<file path="config.mk">
export PLATFORM = sky130hd
export DESIGN_NAME = if_fetch
export DESIGN_NICKNAME = d
export VERILOG_FILES = /design/src/rtl/if_fetch_pkg.sv /design/src/rtl/if_pc_reg.sv /design/src/rtl/if_fetch.sv
export SDC_FILE = /design/constraint.sdc
export NUM_CORES = 1
export LEC_CHECK = 0
export CORE_ASPECT_RATIO = 0.7
export CORE_MARGIN = 2
export CORE_UTILIZATION = 47
export DETAILED_ROUTE_END_ITERATION = 10
export PLACE_DENSITY = 0.76
export SYNTH_ARGS = -nofsm -noshare
export SYNTH_HDL_FRONTEND = slang
export SYNTH_SLANG_ARGS = --single-unit
</file>
<file path="constraint.sdc">
create_clock -name clk_i -period 2.4 [get_ports clk_i]
set_input_delay 0.48 -clock clk_i [delete_from_list [all_inputs] [get_ports clk_i]]
set_output_delay 0.48 -clock clk_i [all_outputs]
set_load 0.02 [all_outputs]
</file>
<file path="src/rtl/if_fetch_pkg.sv">
// Shared definitions for the instruction-fetch stage.
// Holds the FSM state encoding, the word width, the default PC step and a
// word-alignment helper used by the PC register.
package if_fetch_pkg;

  localparam int          WORD_W          = 32;
  localparam logic [31:0] PC_STEP_DEFAULT = 32'd4;

  typedef enum logic [1:0] {
    IDLE  = 2'd0,
    FETCH = 2'd1,
    HOLD  = 2'd2
  } fetch_state_e;

  // Instructions are word aligned; redirect targets drop their low two bits.
  function automatic logic [WORD_W-1:0] align_word(input logic [WORD_W-1:0] a);
    return {a[WORD_W-1:2], 2'b00};
  endfunction

endpackage

</file>
<file path="src/rtl/if_pc_reg.sv">
// Program counter register for the fetch stage.
// Ports:
//   clk_i, rst_i   clock / synchronous active-high reset (loads RESET_PC)
//   step_i         advance by PC_STEP (modulo 2^32)
//   redirect_i     load the word-aligned target_i; wins over step_i
//   target_i       redirect address
//   pc_o           current PC
module if_pc_reg
  import if_fetch_pkg::*;
#(
  parameter logic [WORD_W-1:0] RESET_PC = '0,
  parameter logic [WORD_W-1:0] PC_STEP  = PC_STEP_DEFAULT
) (
  input  logic              clk_i,
  input  logic              rst_i,
  input  logic              step_i,
  input  logic              redirect_i,
  input  logic [WORD_W-1:0] target_i,
  output logic [WORD_W-1:0] pc_o
);

  logic [WORD_W-1:0] pc_q, pc_d;

  always_comb begin
    pc_d = pc_q;
    if (redirect_i)  pc_d = align_word(target_i);
    else if (step_i) pc_d = pc_q + PC_STEP;
  end

  always_ff @(posedge clk_i) begin
    if (rst_i) pc_q <= RESET_PC;
    else       pc_q <= pc_d;
  end

  assign pc_o = pc_q;

endmodule

</file>
<file path="src/rtl/if_fetch.sv">
// Instruction-fetch stage: IDLE/FETCH/HOLD FSM issuing one instruction-memory
// request at a time and presenting each returned word to IF/ID until the
// hazard unit lets it advance.
// Ports:
//   clk_i, rst_i                      clock / synchronous active-high reset
//   start_i                           leave IDLE (ignored afterwards)
//   stall_i                           freeze delivery and redirect
//   PC_write_i                        permission to advance past the held inst
//   branch_taken_i, branch_target_i   redirect from ID
//   imem_req_o, imem_addr_o           request, held until imem_ack_i
//   imem_ack_i, imem_data_i           one-cycle ack with data
//   PC_o, inst_o, valid_o             delivered instruction to IF/ID
//   fetch_cnt_o                       number of instructions accepted
module if_fetch
  import if_fetch_pkg::*;
#(
  parameter logic [WORD_W-1:0] RESET_PC = 32'h0000_0000,
  parameter logic [WORD_W-1:0] PC_STEP  = PC_STEP_DEFAULT
) (
  input  logic              clk_i,
  input  logic              rst_i,
  input  logic              start_i,
  input  logic              stall_i,
  input  logic              PC_write_i,
  input  logic              branch_taken_i,
  input  logic [WORD_W-1:0] branch_target_i,
  output logic              imem_req_o,
  output logic [WORD_W-1:0] imem_addr_o,
  input  logic              imem_ack_i,
  input  logic [WORD_W-1:0] imem_data_i,
  output logic [WORD_W-1:0] PC_o,
  output logic [WORD_W-1:0] inst_o,
  output logic              valid_o,
  output logic [WORD_W-1:0] fetch_cnt_o
);

  fetch_state_e      state_q;
  logic              squash_q;
  logic [WORD_W-1:0] hold_addr_q;
  logic [WORD_W-1:0] pc_out_q, inst_q, cnt_q;
  logic              valid_q;
  logic [WORD_W-1:0] pc;
  logic              active, redirect, advance;

  assign active   = (state_q == FETCH) || (state_q == HOLD);
  assign redirect = active && branch_taken_i && !stall_i;
  assign advance  = (state_q == HOLD) && PC_write_i && !stall_i && !branch_taken_i;

  if_pc_reg #(
    .RESET_PC (RESET_PC),
    .PC_STEP  (PC_STEP)
  ) u_pc (
    .clk_i      (clk_i),
    .rst_i      (rst_i),
    .step_i     (advance),
    .redirect_i (redirect),
    .target_i   (branch_target_i),
    .pc_o       (pc)
  );

  always_ff @(posedge clk_i) begin
    if (rst_i) begin
      state_q     <= IDLE;
      squash_q    <= 1'b0;
      hold_addr_q <= '0;
      pc_out_q    <= '0;
      inst_q      <= '0;
      valid_q     <= 1'b0;
      cnt_q       <= '0;
    end else begin
      case (state_q)
        IDLE: if (start_i) state_q <= FETCH;
        FETCH: begin
          if (imem_ack_i) begin
            // Stale (squashed) data or a same-cycle redirect: drop the word
            // and immediately refetch at the already-updated PC.
            if (squash_q || redirect) begin
              squash_q <= 1'b0;
            end else begin
              inst_q   <= imem_data_i;
              pc_out_q <= pc;
              valid_q  <= 1'b1;
              state_q  <= HOLD;
            end
          end else if (redirect && !squash_q) begin
            // The bus request must finish at its original address, so
            // remember it while the PC moves on to the target.
            squash_q    <= 1'b1;
            hold_addr_q <= pc;
          end
        end
        HOLD: begin
          if (redirect || advance) begin
            valid_q <= 1'b0;
            inst_q  <= '0;
            state_q <= FETCH;
            if (advance) cnt_q <= cnt_q + 32'd1;
          end
        end
        default: state_q <= IDLE;
      endcase
    end
  end

  assign imem_req_o  = (state_q == FETCH);
  assign imem_addr_o = squash_q ? hold_addr_q : pc;
  assign PC_o        = pc_out_q;
  assign inst_o      = inst_q;
  assign valid_o     = valid_q;
  assign fetch_cnt_o = cnt_q;

endmodule

</file>
### Word-level counts from Yosys, hierarchy flattened

Index checks and enable logic that the tools add are counted.

| operators by class | value |
|---|---|
| multiplexer cells | 19 |
| reductions and logical operators | 23 |
| bitwise operators | 2 |
| add/sub/neg operators | 2 |
| equal/unequal tests | 7 |

Operators by type and width:

| operator | number |
|---|---|
| $mux W32 | 6 |
| $pmux W32 S2 | 1 |
| $add A32 B1 Y32 const B | 1 |
| $add A32 B3 Y32 const B | 1 |
| $reduce_and A3 Y1 | 4 |
| $mux W2 | 4 |
| $reduce_and A4 Y1 | 2 |
| $logic_and A1 B1 Y1 | 6 |
| $mux W1 | 6 |
| $ne A2 B1 Y1 const B | 3 |
| $pmux W2 S3 | 1 |
| $reduce_bool A2 Y1 | 3 |
| $ne A2 B2 Y1 const B | 2 |
| $logic_not A1 Y1 | 3 |
| $logic_or A1 B1 Y1 | 3 |
| $eq A2 B1 Y1 const B | 1 |
| $eq A2 B2 Y1 const B | 1 |
| $logic_not A2 Y1 | 1 |
| $not A1 Y1 | 2 |
| $pmux W1 S2 | 1 |
| $reduce_or A2 Y1 | 1 |

| storage, ports and cells | value |
|---|---|
| logic and storage cells | 62 |
| input port bits | 71 |
| output and inout port bits | 130 |
| register bits | 164 |

### Logic depth before layout (Yosys ltp)

| depth | value |
|---|---|
| word-level depth | 8 |
| depth in mapped cells | 8 |
| depth with buffers taken out | 7 |

### Cells and area by module

A second synthesis with hierarchy kept.

| unflattened totals | value |
|---|---|
| cells, all modules | 875 |
| area total of the unflattened synthesis | 7,239.4 um^2 |

By module, submodules not included:

| module | seq. area each (um^2) | cells each | area each (um^2) | times used |
|---|---|---|---|---|
| if_fetch | 2,642.5 | 624 | 5,310.1 | 1 |
| if_pc_reg | 600.6 | 251 | 1,929.4 | 1 |

### Worst setup path before layout

OpenSTA, ideal clock, no wires.

| timing | value |
|---|---|
| path type | register to register |
| from | reg state_q[0] |
| to | reg cnt_q[31], in the netlist fetch_cnt_o[31] |
| period minus slack after synthesis | 2.031 ns |
| slack | 0.369 ns |
| cell stages (with the launch flop) | 9 |
| required time | 2.330 ns |
| path buffers | 1 |
| setup time | 0.070 ns |
| arrival time | 1.961 ns |
| path through | dfxtp_1 -> inv_1 -> ha_1 -> and4bb_1 -> and2_1 -> clkbuf_1 -> nand4_2 -> or4_1 -> a21oi_1 |

| on the way | value |
|---|---|
| longest elaborated chain between the ends | 6 |
| elaborated cells on any way between the ends | 10 |
| those cells by class | 2 x eq/ne; 8 x reduce/logical |

Ends and longest elaborated chain:

| item | line | RTL |
|---|---|---|
| start: declaration | if_fetch.sv:37 | `fetch_state_e state_q;` |
| start signal: assignment | if_fetch.sv:63 | `state_q <= IDLE;` |
| start signal: assignment | if_fetch.sv:72 | `IDLE: if (start_i) state_q <= FETCH;` |
| start signal: assignment | if_fetch.sv:83 | `state_q <= HOLD;` |
| $eq A2 B1 Y1 / $eq A2 B2 Y1 (equally long branches) | if_fetch.sv:45, if_fetch.sv:47, if_fetch.sv:71 |  |
| $logic_or A1 B1 Y1 / $logic_and A1 B1 Y1 (equally long branches) | if_fetch.sv:45, if_fetch.sv:47 |  |
| $logic_and A1 B1 Y1, on equally long branches (2 in a row) | if_fetch.sv:46, if_fetch.sv:47 |  |
| $logic_or A1 B1 Y1 | if_fetch.sv:93 | `if (redirect \|\| advance) begin` |
| $reduce_and A3 Y1 (no line) (*) | n/a |  |
| end signal: assignment | if_fetch.sv:97 | `if (advance) cnt_q <= cnt_q + 32'd1;` |
| end: declaration | if_fetch.sv:40 | `logic [WORD_W-1:0] pc_out_q, inst_q, cnt_q;` |

Mark *: on every way between the ends. The rest lies on a longest branch, timed or not.
A chain may end at the register's enable or synchronous reset.

### Final worst setup path

| timing | value |
|---|---|
| from | reg state_q[0] |
| to | reg u_pc.pc_q[26], in the netlist u_pc.pc_o[26] |

| on the way | value |
|---|---|
| longest elaborated chain between the ends | 5 |
| elaborated cells on any way between the ends | 10 |
| those cells by class | 2 x eq/ne; 1 x mux; 7 x reduce/logical |

Ends and longest elaborated chain:

| item | line | RTL |
|---|---|---|
| $eq A2 B1 Y1 / $eq A2 B2 Y1 (equally long branches) | if_fetch.sv:45, if_fetch.sv:47 |  |
| $logic_or A1 B1 Y1 / $logic_and A1 B1 Y1 (equally long branches) | if_fetch.sv:45, if_fetch.sv:47 |  |
| $logic_and A1 B1 Y1, on equally long branches (2 in a row) | if_fetch.sv:46, if_fetch.sv:47 |  |
| $mux W32 / $reduce_bool A2 Y1 (equally long branches) | n/a |  |
| end signal: assignment | if_pc_reg.sv:32 | `else pc_q <= pc_d;` |
| end: declaration | if_pc_reg.sv:22 | `logic [WORD_W-1:0] pc_q, pc_d;` |

Several ways; a longest one is shown, not always the timed one.

==> results.sh <==
export IMPL_die_height_um=105
export IMPL_antennaDiodeCount=0
export IMPL_num_vias=6376
export IMPL_drive_above_1_share=0.131
export IMPL_final_cell_mix="clkdlybuf4s50_1, dfxtp_1, nand2_1"
export IMPL_h_tree_depth=4
export IMPL_end_kind="flip-flop"
export IMPL_insertion_delay_ns=0.42
export IMPL_required_ns=2.71
export IMPL_netlist_area_leader_share=0.465
export IMPL_placedCellCount=1160
export IMPL_vias_per_cell=5.35
export IMPL_synth_area_top_cells="dfxtp_1, nand2_1, a21oi_1"
export IMPL_synthCells=780
export IMPL_path_clk_slew_ns=0.06
export IMPL_skew_ns=0.00848
export IMPL_slew_headroom=0.630
export IMPL_drt_iter0_markers=509
export IMPL_routabilityCongestion=0.841
export IMPL_cp_arrival_ns=2.53
export IMPL_dr_pass1_iters=6
export IMPL_grt_max_degree=59
export IMPL_track_usage=0.246
export IMPL_worst_setup_path_type="flip-flop to flip-flop"
export IMPL_syn_avg_cell_area_um2=8.72
export IMPL_setup_violations_final=0
export IMPL_cts_resized=9
export IMPL_overflow=0
export IMPL_ys_flop_type="dfxtp_1"
export IMPL_io_buffers=194
export IMPL_postCtsSetupBuffers=0
export IMPL_grt_first_pass_wirelength_um=30600
export IMPL_crit_family="simple AND/OR/NAND/NOR gates"
export IMPL_finalPower_uw=7400
export IMPL_crit_path_start_kind="flip-flop"
export IMPL_tightest_slew_ns=0.555
export IMPL_critPathBufInv=1
export IMPL_synth_area_mm2=0.00680
export IMPL_worst_path_max_delay_cell="or4_1"
export IMPL_initial_core_util=0.486
export IMPL_clock_fmax_mhz=449
export IMPL_fin_crit_sh=0.928
export IMPL_hpwlAfterDp_um=13400
export IMPL_final_common_cell="clkdlybuf4s50_1"
export IMPL_regToRegSetupSlack_ns=0.17
export IMPL_avgRoutedWirePerCell_um=16.0
export IMPL_min_period_ns=2.23
export IMPL_synth_cell_types=58
export IMPL_antenna_found_initial=0
export IMPL_cts_buffers=17
export IMPL_core_area_mm2=0.0140
export IMPL_ys_seq_elements=158
export IMPL_max_clock_path_buffers=2
export IMPL_cts_sinks=158
export IMPL_die_w_um=148
export IMPL_final_hold_violation_count=0
export IMPL_grt_pass1_vias=5909
export IMPL_final_nets=1065
export IMPL_ir_drop_mv=0.589
export IMPL_cp_cell_sequence="inv_1, ha_1, nand4bb_2, or4_1, nor4_1, xnor2_1, o21ai_1"
export IMPL_ys_warn_count=0
export IMPL_synth_largest_area_cell="dfxtp_1"
export IMPL_pin_count=201
export IMPL_instances_no_fill=1192
export IMPL_async_flop_share=0
export IMPL_routed_wl_um=19000
export IMPL_syn_to_final_growth_pct=44.4
export IMPL_synth_edff_count=0
export IMPL_post_route_drc_count=0
export IMPL_die_area_mm2=0.0155
export IMPL_cts_tree="done"
export IMPL_maxCapViolCount=0
export IMPL_rows=36
export IMPL_hp_class="flip-flop to flip-flop"
export IMPL_yosysSeqAreaShare=0.465
export IMPL_critPathMaxStageDelay_ns=0.61
export IMPL_power_density_mw_per_mm2=754
export IMPL_cts_hold_buffers_added=0
export IMPL_root_buffer="clkbuf_16"
export IMPL_finalMaxSlewViolations=0
export IMPL_cp_max_fo=6
export IMPL_p_leak_uw=0.00388
export IMPL_grt_setup_unrepaired="no"
export IMPL_status="complete, no violations"
export IMPL_ant_nets=0
metrics by stage:
stage	setup slack (ns)	setup TNS (ns)	utilization	cell area [um^2]	hold WS [ns]
2_1_floorplan	0.369	0	-	6810	0.433
3_3_place_gp	-0.142	-0.903	0.657	9210	0.432
3_5_place_dp	-0.177	-1.31	0.657	9210	0.442
4_1_cts	-0.0128	-0.0564	0.697	9760	0.453
5_1_grt	0.0188	0	0.701	9820	0.474
6_report	0.172	0	0.701	9820	0.452
worst register-to-register path, delay by kind of cell (launching register included):
family,cells,cell delay [ns]
and+or+nand+nor,3,1.21
DFF,1,0.31
adders and majority gates,1,0.27
xor gates and xnor gates,1,0.17
buffers and inverters,1,0.10
AOI/OAI and AO/OA,1,0.07
registers in the layout, summed over array words and instances, names as in the netlist:
name	flops
inst_o	32
hold_addr_q	30
valid_o	1
u_pc.pc_o	30
squash_q	1
state_q	2
PC_o	30
fetch_cnt_o	32
cells by family after synthesis:
kind of cell	synth area share
buffers and inverters	0.0407
adders and majority gates	0.00920
AOI/OAI and AO/OA	0.163
xor gates and xnor gates	0.0335
DFF	0.465
other	0.000551
and+or+nand+nor	0.228
muxes	0.0592
cell usage after synthesis, types with 3 or more instances:
cell type  instances
a211oi_1           7
buf_4              4
inv_1             10
dfxtp_1          158
clkbuf_1          43
a21oi_1           84
nor4_1             5
or3_1             19
xnor2_1           16
a31oi_1            5
a22oi_1            3
nor3_1             8
o21ai_1            9
nand4_1           17
ha_1               5
and2_1             6
a311oi_1           6
o22ai_1            3
nor2_1            39
and4_1             6
nand3_1           19
buf_2              5
mux2_1             4
or4_1              3
nand2_1          158
o211ai_1           4
o31ai_1            3
and3_1             7
o21ai_0            9
a22o_1            32
xor2_1            10
mux2_2            30
buf_1              6
report_power, final:
| part | internal (uW) | switching, uW | total, uW |
|---|---|---|---|
| clock network | 1370 | 1150 | 2520 |
| logic | 861 | 1010 | 1870 |
| registers | 2830 | 188 | 3020 |
final timing paths:
| check | cells after the start | endpoint | from |
|---|---|---|---|
| max reg2reg | 7 | u_pc.pc_o[26]$_SDFFE_PP0P_ | state_q[0]$_SDFFE_PP0P_ |
| min | 2 | hold_addr_q[23]$_SDFFE_PP0P_ | hold_addr_q[23]$_SDFFE_PP0P_ |
| min reg2reg | 2 | hold_addr_q[23]$_SDFFE_PP0P_ | hold_addr_q[23]$_SDFFE_PP0P_ |
| max | 7 | u_pc.pc_o[26]$_SDFFE_PP0P_ | state_q[0]$_SDFFE_PP0P_ |
metal layers:
| layer | vias up | wire (um) | global-route usage |
|---|---|---|---|
| met3 | 21 | 1190 | 0.0559 |
| met1 | 2985 | 9260 | 0.358 |
| li1 | 3174 | - | - |
| met4 | 0 | 227 | 0.0728 |
| met2 | 196 | 8340 | 0.362 |
| met5 | - | 0 | 0 |
final cells by class:
class	instances	area, um^2
Sequential cell	158	3160
Tap cell	190	238
Inverter	10	37.5
Fill cell	1111	4190
Clock inverter	13	105
Timing Repair Buffer	245	2440
Clock buffer	19	443
Multi-Input combinational cell	557	3400
(Power assumes the default switching activity.)
